[src/rtl/fir_scie_sequencer_if.sv]
// ============================================================================
// fir_scie_sequencer_if
// ----------------------------------------------------------------------------
// Purpose:
//   Bundles the three client streams and the SCIE datapath bus that
//   fir_scie_sequencer sits between.
// Signals:
//   cfg_valid/cfg_ready/cfg_idx/cfg_coef   coefficient-write stream
//   in_valid/in_ready/in_sample            sample stream
//   out_valid/out_ready/out_data           result stream
//   scie_valid/scie_insn/scie_rs1/scie_rs2 custom-instruction issue bus
//   scie_rd                                datapath result
// Modports:
//   slave   the sequencer's view (accepts streams, drives the datapath bus)
//   master  the environment's view (client front-end plus datapath)
// ============================================================================
interface fir_scie_sequencer_if #(
    parameter int IDX_W = 3
);
    logic             cfg_valid;
    logic             cfg_ready;
    logic [IDX_W-1:0] cfg_idx;
    logic [31:0]      cfg_coef;

    logic             in_valid;
    logic             in_ready;
    logic [31:0]      in_sample;

    logic             out_valid;
    logic             out_ready;
    logic [31:0]      out_data;

    logic             scie_valid;
    logic [31:0]      scie_insn;
    logic [31:0]      scie_rs1;
    logic [31:0]      scie_rs2;
    logic [31:0]      scie_rd;

    modport slave (
        input  cfg_valid, cfg_idx, cfg_coef,
        input  in_valid, in_sample,
        input  out_ready,
        input  scie_rd,
        output cfg_ready, in_ready,
        output out_valid, out_data,
        output scie_valid, scie_insn, scie_rs1, scie_rs2
    );

    modport master (
        output cfg_valid, cfg_idx, cfg_coef,
        output in_valid, in_sample,
        output out_ready,
        output scie_rd,
        input  cfg_ready, in_ready,
        input  out_valid, out_data,
        input  scie_valid, scie_insn, scie_rs1, scie_rs2
    );
endinterface

[src/rtl/fir_scie_sequencer.sv]
// ============================================================================
// fir_scie_sequencer
// ----------------------------------------------------------------------------
// Purpose:
//   Drives a pipelined SCIE FIR datapath on behalf of a streaming client.
//   Coefficient writes become a single LOAD issue; each sample becomes
//   PUSH, a bubble of PUSH_TO_READ-1 cycles, READ, and a capture of scie_rd
//   into a one-entry output register.
// Ports:
//   clock    rising-edge clock
//   reset    asynchronous, active-low
//   bus      fir_scie_sequencer_if.slave (cfg/in/out streams + SCIE bus)
//   cfg_err  sticky flag: an out-of-range cfg_idx was accepted and dropped
//   busy     FSM is not in IDLE
// ============================================================================
module fir_scie_sequencer #(
    parameter int         TAPS         = 5,
    parameter int         IDX_W        = 3,
    parameter logic [6:0] OP_LOAD      = 7'h0B,
    parameter logic [6:0] OP_PUSH      = 7'h2B,
    parameter logic [6:0] OP_READ      = 7'h5B,
    parameter int         PUSH_TO_READ = 2,
    parameter int         READ_LAT     = 1
) (
    input  logic                   clock,
    input  logic                   reset,
    fir_scie_sequencer_if.slave    bus,
    output logic                   cfg_err,
    output logic                   busy
);

    typedef enum logic [2:0] {
        IDLE,
        LOAD,
        PUSH,
        WAIT,
        READ,
        CAPT
    } state_t;

    localparam int MAX_CNT = (PUSH_TO_READ > READ_LAT) ? PUSH_TO_READ : READ_LAT;
    localparam int CNT_W   = $clog2(MAX_CNT + 1) + 1;

    state_t           state;
    state_t           state_nxt;
    logic [CNT_W-1:0] cnt;
    logic             run;
    logic             out_free;
    logic             idle_ok;
    logic             cfg_take;
    logic             in_take;
    logic             idx_ok;
    logic             wait_done;
    logic             rd_ready;
    logic             capture;

    // run keeps both ready outputs low while reset is asserted and for the
    // first cycle after release, so every output really is 0 in reset.
    always_ff @(posedge clock or negedge reset) begin
        if (!reset) begin
            run <= 1'b0;
        end else begin
            run <= 1'b1;
        end
    end

    // A new sample is only taken when the output register can absorb its
    // result, so a result is never overwritten.
    assign out_free  = ~bus.out_valid | bus.out_ready;
    assign idle_ok   = run & (state == IDLE);
    assign idx_ok    = (32'(bus.cfg_idx) < 32'(TAPS));
    assign cfg_take  = idle_ok & bus.cfg_valid;
    assign in_take   = idle_ok & ~bus.cfg_valid & bus.in_valid & out_free;
    assign wait_done = (cnt == CNT_W'(PUSH_TO_READ - 2));
    assign rd_ready  = (cnt >= CNT_W'(READ_LAT - 1));
    assign capture   = (state == CAPT) & rd_ready & out_free;

    assign bus.cfg_ready = idle_ok;
    assign bus.in_ready  = idle_ok & ~bus.cfg_valid & out_free;
    assign busy          = (state != IDLE);

    always_ff @(posedge clock or negedge reset) begin
        if (!reset) begin
            state <= IDLE;
        end else begin
            state <= state_nxt;
        end
    end

    always_comb begin
        state_nxt = state;
        case (state)
            IDLE: begin
                if (cfg_take) begin
                    if (idx_ok) begin
                        state_nxt = LOAD;
                    end
                end else if (in_take) begin
                    state_nxt = PUSH;
                end
            end
            LOAD: state_nxt = IDLE;
            PUSH: state_nxt = (PUSH_TO_READ > 1) ? WAIT : READ;
            WAIT: begin
                if (wait_done) begin
                    state_nxt = READ;
                end
            end
            READ: state_nxt = CAPT;
            CAPT: begin
                if (capture) begin
                    state_nxt = IDLE;
                end
            end
            default: state_nxt = IDLE;
        endcase
    end

    // One counter serves both the WAIT bubble and the READ latency; it
    // restarts on every state change and saturates so a long CAPT stall
    // cannot wrap it back below the latency threshold.
    always_ff @(posedge clock or negedge reset) begin
        if (!reset) begin
            cnt <= '0;
        end else if (state_nxt != state) begin
            cnt <= '0;
        end else if (cnt != '1) begin
            cnt <= cnt + CNT_W'(1);
        end
    end

    // The issue bus is registered from the next state, so scie_valid is
    // high exactly during LOAD/PUSH/READ and the operands are taken straight
    // from the stream beat being accepted at that edge.
    always_ff @(posedge clock or negedge reset) begin
        if (!reset) begin
            bus.scie_valid <= 1'b0;
            bus.scie_insn  <= '0;
            bus.scie_rs1   <= '0;
            bus.scie_rs2   <= '0;
        end else begin
            bus.scie_valid <= 1'b0;
            bus.scie_insn  <= '0;
            bus.scie_rs1   <= '0;
            bus.scie_rs2   <= '0;
            if (state_nxt == LOAD) begin
                bus.scie_valid <= 1'b1;
                bus.scie_insn  <= {25'b0, OP_LOAD};
                bus.scie_rs1   <= bus.cfg_coef;
                bus.scie_rs2   <= 32'(bus.cfg_idx);
            end else if (state_nxt == PUSH) begin
                bus.scie_valid <= 1'b1;
                bus.scie_insn  <= {25'b0, OP_PUSH};
                bus.scie_rs1   <= bus.in_sample;
            end else if (state_nxt == READ) begin
                bus.scie_valid <= 1'b1;
                bus.scie_insn  <= {25'b0, OP_READ};
            end
        end
    end

    // A capture landing in the same cycle as a consumer handshake refills
    // the register instead of letting out_valid drop.
    always_ff @(posedge clock or negedge reset) begin
        if (!reset) begin
            bus.out_valid <= 1'b0;
            bus.out_data  <= '0;
        end else if (capture) begin
            bus.out_valid <= 1'b1;
            bus.out_data  <= bus.scie_rd;
        end else if (bus.out_valid & bus.out_ready) begin
            bus.out_valid <= 1'b0;
        end
    end

    always_ff @(posedge clock or negedge reset) begin
        if (!reset) begin
            cfg_err <= 1'b0;
        end else if (cfg_take & ~idx_ok) begin
            cfg_err <= 1'b1;
        end
    end

endmodule
[src/flat_wrapper.sv]
// flat-port wrapper written by rule: the top's interface ports become plain ports
module fir_scie_sequencer_flat 
#(
    parameter int         TAPS         = 5,
    parameter int         IDX_W        = 3,
    parameter logic [6:0] OP_LOAD      = 7'h0B,
    parameter logic [6:0] OP_PUSH      = 7'h2B,
    parameter logic [6:0] OP_READ      = 7'h5B,
    parameter int         PUSH_TO_READ = 2,
    parameter int         READ_LAT     = 1
)
  (clock, reset, cfg_err, busy, bus_cfg_valid, bus_cfg_idx, bus_cfg_coef, bus_in_valid, bus_in_sample, bus_out_ready, bus_scie_rd, bus_cfg_ready, bus_in_ready, bus_out_valid, bus_out_data, bus_scie_valid, bus_scie_insn, bus_scie_rs1, bus_scie_rs2);
  fir_scie_sequencer_if #(.IDX_W(IDX_W)) bus_i ();
  input  logic clock;
  input  logic reset;
  output logic cfg_err;
  output logic busy;
  input wire logic [$bits(bus_i.cfg_valid)-1:0] bus_cfg_valid;
  input wire logic [$bits(bus_i.cfg_idx)-1:0] bus_cfg_idx;
  input wire logic [$bits(bus_i.cfg_coef)-1:0] bus_cfg_coef;
  input wire logic [$bits(bus_i.in_valid)-1:0] bus_in_valid;
  input wire logic [$bits(bus_i.in_sample)-1:0] bus_in_sample;
  input wire logic [$bits(bus_i.out_ready)-1:0] bus_out_ready;
  input wire logic [$bits(bus_i.scie_rd)-1:0] bus_scie_rd;
  output wire logic [$bits(bus_i.cfg_ready)-1:0] bus_cfg_ready;
  output wire logic [$bits(bus_i.in_ready)-1:0] bus_in_ready;
  output wire logic [$bits(bus_i.out_valid)-1:0] bus_out_valid;
  output wire logic [$bits(bus_i.out_data)-1:0] bus_out_data;
  output wire logic [$bits(bus_i.scie_valid)-1:0] bus_scie_valid;
  output wire logic [$bits(bus_i.scie_insn)-1:0] bus_scie_insn;
  output wire logic [$bits(bus_i.scie_rs1)-1:0] bus_scie_rs1;
  output wire logic [$bits(bus_i.scie_rs2)-1:0] bus_scie_rs2;
  assign bus_i.cfg_valid = bus_cfg_valid;
  assign bus_i.cfg_idx = bus_cfg_idx;
  assign bus_i.cfg_coef = bus_cfg_coef;
  assign bus_i.in_valid = bus_in_valid;
  assign bus_i.in_sample = bus_in_sample;
  assign bus_i.out_ready = bus_out_ready;
  assign bus_i.scie_rd = bus_scie_rd;
  assign bus_cfg_ready = bus_i.cfg_ready;
  assign bus_in_ready = bus_i.in_ready;
  assign bus_out_valid = bus_i.out_valid;
  assign bus_out_data = bus_i.out_data;
  assign bus_scie_valid = bus_i.scie_valid;
  assign bus_scie_insn = bus_i.scie_insn;
  assign bus_scie_rs1 = bus_i.scie_rs1;
  assign bus_scie_rs2 = bus_i.scie_rs2;
  fir_scie_sequencer #(.TAPS(TAPS), .IDX_W(IDX_W), .OP_LOAD(OP_LOAD), .OP_PUSH(OP_PUSH), .OP_READ(OP_READ), .PUSH_TO_READ(PUSH_TO_READ), .READ_LAT(READ_LAT)) u_core (.clock(clock), .reset(reset), .bus(bus_i), .cfg_err(cfg_err), .busy(busy));
endmodule
[config.mk]
export PLATFORM = sky130hd
export DESIGN_NAME = fir_scie_sequencer_flat
export DESIGN_NICKNAME = d
export VERILOG_FILES = /design/src/rtl/fir_scie_sequencer_if.sv /design/src/rtl/fir_scie_sequencer.sv /design/src/flat_wrapper.sv
export SDC_FILE = /design/constraint.sdc
export NUM_CORES = 1
export LEC_CHECK = 0
export CORE_MARGIN = 2
export CORE_UTILIZATION = 38
export CTS_CLUSTER_DIAMETER = 80
export DETAILED_ROUTE_END_ITERATION = 10
export GPL_ROUTABILITY_DRIVEN = 0
export PLACE_DENSITY = 0.82
export SKIP_LAST_GASP = 1
export SYNTH_ARGS = -nofsm -noshare
export SYNTH_HDL_FRONTEND = slang
export SYNTH_SLANG_ARGS = --single-unit
[constraint.sdc]
create_clock -name clock -period 2.74 [get_ports clock]
set_input_delay 0.822 -clock clock [delete_from_list [all_inputs] [get_ports clock]]
set_output_delay 0.822 -clock clock [all_outputs]
set_load 0.005 [all_outputs]
==> results of run 1 <==
## cells in the final DEF (no fill, tap or decap), drive strengths merged
cell type,n
nand3b,1
clkinv,2
conb,56
bufinv,1
or4,1
nor4b,1
a31o,1
or3,1
inv,8
nand3,5
and3b,2
nand4b,1
ha,3
dlygate4sd2,1
xor2,1
a211o,1
clkdlybuf4s50,180
mux2i,2
nor2b,1
o21ai,3
nor2,2
clkinvlp,1
buf,10
nand2,5
a211oi,4
mux2,32
dfrtp,79
nand2b,1
clkbuf,9
and3,1
o31ai,1
and2,4
a22o,32
## per-stage QoR
| step | setup TNS [ns] | setup slack [ns] | hold WS, ns |
|---|---|---|---|
| global placement | -0.1249 | -0.1249 | 0.4507 |
| CTS | 0 | 0.004178 | 0.4840 |
| global route | 0 | 0.002472 | 0.4952 |
| floorplan | 0 | 0.6976 | 0.4663 |
| detailed placement | -0.1282 | -0.1282 | 0.4637 |
| finish | 0 | 0.1047 | 0.4784 |
## cells in the mapped netlist (all sizes together)
cell,n,area [um^2]
nand3b,1,7.510
mux2i,2,20.02
nand2b,1,6.260
a22o,32,280.3
o21ai,3,15.01
inv,5,18.76
nor2b,1,6.260
o31ai,1,7.510
nor2,2,7.510
a211oi,4,30.03
or4,1,11.26
nor4b,1,15.01
nand4b,1,8.760
nand3,5,25.02
buf,70,506.7
conb,2,7.510
or3,1,6.260
and2,4,25.02
and3,1,6.260
xor2,1,8.760
nand2,5,18.77
a31o,1,8.760
a211o,1,8.760
ha,3,37.54
and3b,2,17.52
mux2,32,360.4
dfrtp,79,1977
## path summary, 6_finish.rpt
kind / start / endpoint / slack [ns] / depth (start not counted)
worst max-delay path: bus_out_ready / bus_in_ready / 0.10 / 4
worst min-delay path: u_core.cfg_err / u_core.cfg_err / 0.48 / 1
worst max register to register: u_core.state[1] / u_core.cnt[2] / 0.92 / 6
worst min register to register: u_core.cfg_err / u_core.cfg_err / 0.48 / 1
max in group asynchronous: reset / u_core.bus.scie_insn[5] / 1.63 / 2
min in group asynchronous: reset / u_core.bus.out_valid / 0.51 / 1
## per-layer routing
layer  wire length (um)  up-vias
met5                  0        -
li1                   -     1173
met1               3657     1223
met3                838        8
met2               5010      147
met4                132        0
## worst reg2reg max path, stage by stage (launching register included)
cell and delay (ns):
dfrtp_2 0.47, nor4b_4 0.34, buf_4 0.17, and3_1 0.20
buf_4 0.19, o31ai_1 0.12, a211oi_1 0.24
## sequential cells by signal, summed over array words and instances (netlist names)
register              cells
u_core.state              3
u_core.cnt                3
u_core.cfg_err            1
u_core.bus.scie_insn      3
u_core.bus.out_valid      1
u_core.bus.scie_rs1      32
u_core.bus.out_data      32
u_core.bus.scie_rs2       3
u_core.run                1
## logic make-up (layout without fill, tap and decap cells)
kind of cell               count (synthesis)  after routing  share of synthesized area
xor gates and xnor gates                   1              1                   0.002540
adders and majority gates                  3              3                    0.01089
other                                      2             56                   0.002178
muxes                                     34             34                     0.1103
buffers and inverters                     75            212                     0.1524
and+or+nand+nor                           26             26                    0.04681
AOI/OAI and AO/OA                         42             42                     0.1016
DFF                                       79             79                     0.5733
## power groups by stage
stage	sequential, W	clock [W]	combinational [W]
after floorplan	0.00167	0	0.000616
after global placement	0.00164	0	0.00148
after detailed placement	0.00166	0	0.00151
after CTS	0.00165	0.000922	0.00152
after global routing	0.00169	0.000976	0.00162
final	0.00165	0.000897	0.00150
## layout make-up
| type | instances | area (um^2) | share of cell area |
|---|---|---|---|
| multi-input cells | 162 | 1160 | 0.2140 |
| well taps | 108 | 135.1 | 0.02494 |
| clock buffers | 9 | 123.9 | 0.02286 |
| repair buffers | 191 | 1923 | 0.3549 |
| flip-flops and latches | 79 | 1978 | 0.3650 |
| inverters | 5 | 18.77 | 0.003463 |
| clock inverters | 7 | 80.08 | 0.01478 |
==> out/results.tsv, run 1 <==
stage	metric	value	unit
run_status	status	finished, final reports clean	
synth	ys_warn_count	0	
power	power_density	747.8	nW/um^2
clock_tree	clk_path_buf_depth	2	
detailed_routing	drc	0	
clock_tree	clkSinkCount	79	
global_route	use_met2	0.3404	
final_layout	fin_util	0.6184	
timing	finalHoldViolCount	0	
worst_setup_path	timing.critical_path.buf_inv	2	
die	io_pins	238	
final_layout	drive_above_1_share	0.1413	
worst_setup_path	critPathKind	in -> out	
timing	rsz0062_at_grt	false	
global_route	grt_remaining_overflow	0	
clock_tree	ctsHtreeMaxLevel	3	
worst_setup_path	endpoint_kind	primary output	
global_route	met1_usage	0.2224	
final_layout	diodes	0	
final_layout	fin_area	5419	um^2
power	p_leak	2.498	nW
timing	slew_violations	0	
final_layout	syn2layout_area_growth	57.15	%
power	finalPower	0.004052	W
synth	yosysSeqAreaShare	0.5733	
power	p_sw	0.001161	W
worst_setup_path	startpoint_type	input pin	
place	io_buffers	182	
power	seq_power_share	0.407	
detailed_routing	vias_per_cell	4.547	
global_route	grt_pass1_vias	2538	
die	die_area	9853	um^2
detailed_routing	ant_nets	0	
power	clockPowerShare	0.221	
synth	synth_cells	262	
timing	finalClockSkew	0.01068	ns
synth	syn_area_per_cell	13.16	um^2
power	internal_power	0.002891	W
worst_setup_path	cp_top_family	buffers and inverters	
power	ir_drop	0.2966	mV
place	numPlacedInstances	545	
place	hpwl	7336	um
final_layout	final_nets	555	
worst_setup_path	max_stage_delay	0.39	ns
timing	finalSetupViolations	0	
timing	post-route-period-util	0.9618	
power	pwr-share-comb	0.371	
global_route	grt_max_degree	53	
detailed_routing	wire_per_inst	17.18	um
worst_setup_path	critPathArrivalTime	1.81	ns
worst_setup_path	worstPathMaxFanout	2	
detailed_routing	first_pass_iters	4	
power	switching_share	0.2865	
final_layout	stdcell_count	561	
clock_tree	path_clk_slew	0.08	ns
global_route	grt_pass1_wl	14120	um
global_route	grt-busiest-layer	met2	
die	die_w	99.26	um
place	placed_area	5206	um^2
die	initial_utilization	0.3935	
die	core.rowCount	34	
final_layout	fill_cells	685	
timing	tightest_slew	0.6935	ns
detailed_routing	vias	2551	
worst_setup_path	crit_slowest_cell	clkdlybuf4s50_1	
detailed_routing	drt-initial-drc-count	52	
clock_tree	cts_tree	yes	
synth	yosysUniqueCellTypes	30	
clock_tree	cts_root_buf	clkbuf_8	
worst_setup_path	crit_path_cell_trace	clkdlybuf4s50_1 -> nand2b_1 -> and3b_1 -> dlygate4sd2_1	
global_route	met3_usage	0.04216	
global_route	grt_antenna_before_repair	0	
global_route	grt_use_total	0.1892	
clock_tree	holdBufCountCts	0	
clock_tree	cts_made_buffers	9	
detailed_routing	wl	9638	um
synth	syn-cell-area	3448	um^2
timing	slew_headroom	0.5377	
timing	clock.fmax	379.5	MHz
worst_hold_path	hp-class	reg -> reg	
clock_tree	cts_resized	1	
die	fp.dieH	99.26	um
timing	finalCriticalPeriod	2.635	ns
clock_tree	insertion_delay	0.34	ns
worst_setup_path	crit_required	1.92	ns
die	fp.coreArea	8763	um^2
synth	synth-seq-cells	79	
clock_tree	post_cts_buffers	0	
flow_run	maxCapViolCount	0	
Note: power is estimated with default switching activity, not from simulation.
==> run 2: changes to the inputs <==
--- a/config.mk
+++ b/config.mk
@@ -5,8 +5,10 @@
 export SDC_FILE = /design/constraint.sdc
 export NUM_CORES = 1
 export LEC_CHECK = 0
+export CELL_PAD_IN_SITES_DETAIL_PLACEMENT = 0
+export CELL_PAD_IN_SITES_GLOBAL_PLACEMENT = 2
 export CORE_MARGIN = 2
-export CORE_UTILIZATION = 38
+export CORE_UTILIZATION = 22
 export CTS_CLUSTER_DIAMETER = 80
 export DETAILED_ROUTE_END_ITERATION = 10
 export GPL_ROUTABILITY_DRIVEN = 0
==> run 2 against run 1 <==
Maximum frequency decreased by 0.52%. Critical path type unchanged. Register-to-register slack got worse by 0.06 ns. Largest cell class unchanged. Highest routed layer is now met5. Setup slack got worse by 0.014 ns. Critical endpoint unchanged.
==> out/results.tsv, run 2 (same netlist as run 1, synthesis figures left out) <==
stage	metric	value	unit
final_layout	fin_area	5698	um^2
timing	slew_violations	0	
timing	post-route-period-util	0.9668	
clock_tree	insertion_delay	0.33	ns
timing	finalHoldViolCount	0	
detailed_routing	drc	0	
worst_setup_path	crit_slowest_cell	clkdlybuf4s50_1	
clock_tree	cts_root_buf	clkbuf_16	
timing	rsz0062_at_grt	false	
worst_setup_path	crit_path_cell_trace	clkdlybuf4s50_1 -> nand2b_4 -> and3b_1 -> dlygate4sd2_1	
worst_setup_path	startpoint_type	input pin	
power	ir_drop	0.2627	mV
global_route	grt_pass1_wl	13460	um
final_layout	fill_cells	1509	
clock_tree	post_cts_buffers	0	
worst_setup_path	critPathKind	in -> out	
worst_setup_path	cp_top_family	buffers and inverters	
clock_tree	cts_made_buffers	9	
place	io_buffers	182	
power	p_leak	2.566	nW
final_layout	final_nets	558	
final_layout	diodes	0	
clock_tree	clkSinkCount	79	
worst_setup_path	critPathArrivalTime	1.83	ns
clock_tree	cts_tree	yes	
global_route	grt_remaining_overflow	0	
power	power_density	777.0	nW/um^2
detailed_routing	first_pass_iters	4	
final_layout	final_common_cell	clkdlybuf4s50_1	
clock_tree	clk_path_buf_depth	2	
run_status	status	finished, final reports clean	
power	p_sw	0.001156	W
global_route	grt_pass1_vias	2575	
worst_setup_path	max_stage_delay	0.40	ns
flow_run	maxCapViolCount	0	
power	switching_share	0.2611	
timing	clock.fmax	377.5	MHz
timing	finalSetupViolations	0	
worst_setup_path	worstReg2RegStart	u_core.state[2]	
final_layout	syn2layout_area_growth	65.24	%
worst_setup_path	worstPathMaxFanout	6	
die	io_pins	238	
die	core.rowCount	45	
place	placed_area	5370	um^2
worst_setup_path	crit_required	1.92	ns
die	fp.coreArea	15260	um^2
die	fp.dieH	129.2	um
global_route	grt_antenna_before_repair	0	
worst_setup_path	endpoint_kind	primary output	
die	die_area	16690	um^2
die	die_w	129.2	um
detailed_routing	wire_per_inst	14.15	um
place	hpwl	7201	um
global_route	grt_max_degree	46	
timing	finalCriticalPeriod	2.649	ns
clock_tree	path_clk_slew	0.06	ns
timing	slew_headroom	0.5935	
timing	tns	0	ns
global_route	grt_use_total	0.1081	
detailed_routing	drt-initial-drc-count	67	
final_layout	final_cell_mix	clkdlybuf4s50_1, dfrtp_1, conb_1, a22o_1, mux2_2	
final_layout	drive_above_1_share	0.1447	
worst_setup_path	crit_start	bus_out_ready	
power	seq_power_share	0.368	
detailed_routing	vias	2613	
power	pwr-share-comb	0.340	
timing	tightest_slew	0.6098	ns
die	initial_utilization	0.2260	
final_layout	top_regs	u_core.bus.out_data (32), u_core.bus.scie_rs1 (32)	
power	clockPowerShare	0.292	
detailed_routing	ant_nets	0	
worst_setup_path	timing.critical_path.buf_inv	2	
detailed_routing	wl	9439	um
detailed_routing	vias_per_cell	3.918	
power	internal_power	0.003272	W
timing	finalClockSkew	0.007227	ns
clock_tree	ctsHtreeMaxLevel	3	
worst_hold_path	hp-class	in -> async	
-- run 2: metal layers --
metal,GRT usage,vias up,share of wire
met5,0,-,0.00074
met4,0.03453,2,0.012
met3,0.04831,13,0.12
met2,0.1997,165,0.50
met1,0.1082,1250,0.37
li1,-,1183,-
-- run 2: path summary, 6_finish.rpt --
kind / slack (ns) / to / cells past startpoint
hold / removal: 0.49 / u_core.bus.out_data[28] / 1
max in group asynchronous: 1.67 / u_core.bus.scie_rs1[7] / 2
setup reg to reg: 0.86 / u_core.bus.scie_rs1[0] / 6
min in group clock: 0.49 / u_core.cfg_err / 1
setup / recovery: 0.09 / bus_in_ready / 4
hold reg to reg: 0.49 / u_core.cfg_err / 1
-- run 2: power by group through the flow --
stage | clock network [W] | logic (W) | registers [W]
finish | 0.00129 | 0.00151 | 0.00163
global route | 0.00140 | 0.00164 | 0.00167
CTS | 0.00135 | 0.00153 | 0.00164
detailed placement | 0 | 0.00153 | 0.00166
global placement | 0 | 0.00150 | 0.00164
floorplan | 0 | 0.000616 | 0.00167
-- run 2: per-stage QoR --
step,hold slack (ns),power [W],worst slack (ns),util,cells
3_3_place_gp,0.4681,0.003141,-0.2746,0.3519,651
6_report,0.4933,0.004428,0.09104,0.3734,667
3_5_place_dp,0.4877,0.003187,-0.2674,0.3519,651
2_1_floorplan,0.4663,0.002282,0.6976,-,316
5_1_grt,0.5197,0.004700,0.05439,0.3734,667
4_1_cts,0.5020,0.004518,0.07606,0.3734,667
-- run 2: what timing repair did --
action | 4_1_cts | 5_1_grt
gates resized for setup | 3 | 0
endpoints found under the setup margin | 1 | 0
hold buffers | 0 | 0
-- run 2: area by class of cell --
type                       instances  area [um^2]  area share
clock inverter                     6        92.59     0.01625
inverter                           5        18.77    0.003294
clock buffer                      10        229.0     0.04018
multi-input combinational        162         1159      0.2033
timing repair buffer             194         1958      0.3437
tap                              211        264.0     0.04633
sequential                        79         1977      0.3469
==> run 3: changes to the inputs <==
--- a/config.mk
+++ b/config.mk
@@ -5,6 +5,7 @@
 export SDC_FILE = /design/constraint.sdc
 export NUM_CORES = 1
 export LEC_CHECK = 0
+export ABC_CLOCK_PERIOD_IN_PS = 2740
 export CELL_PAD_IN_SITES_DETAIL_PLACEMENT = 0
 export CELL_PAD_IN_SITES_GLOBAL_PLACEMENT = 2
 export CORE_MARGIN = 2
==> results of run 3 <==
No change in the layout: final DEF, timing and power equal those of run 2.
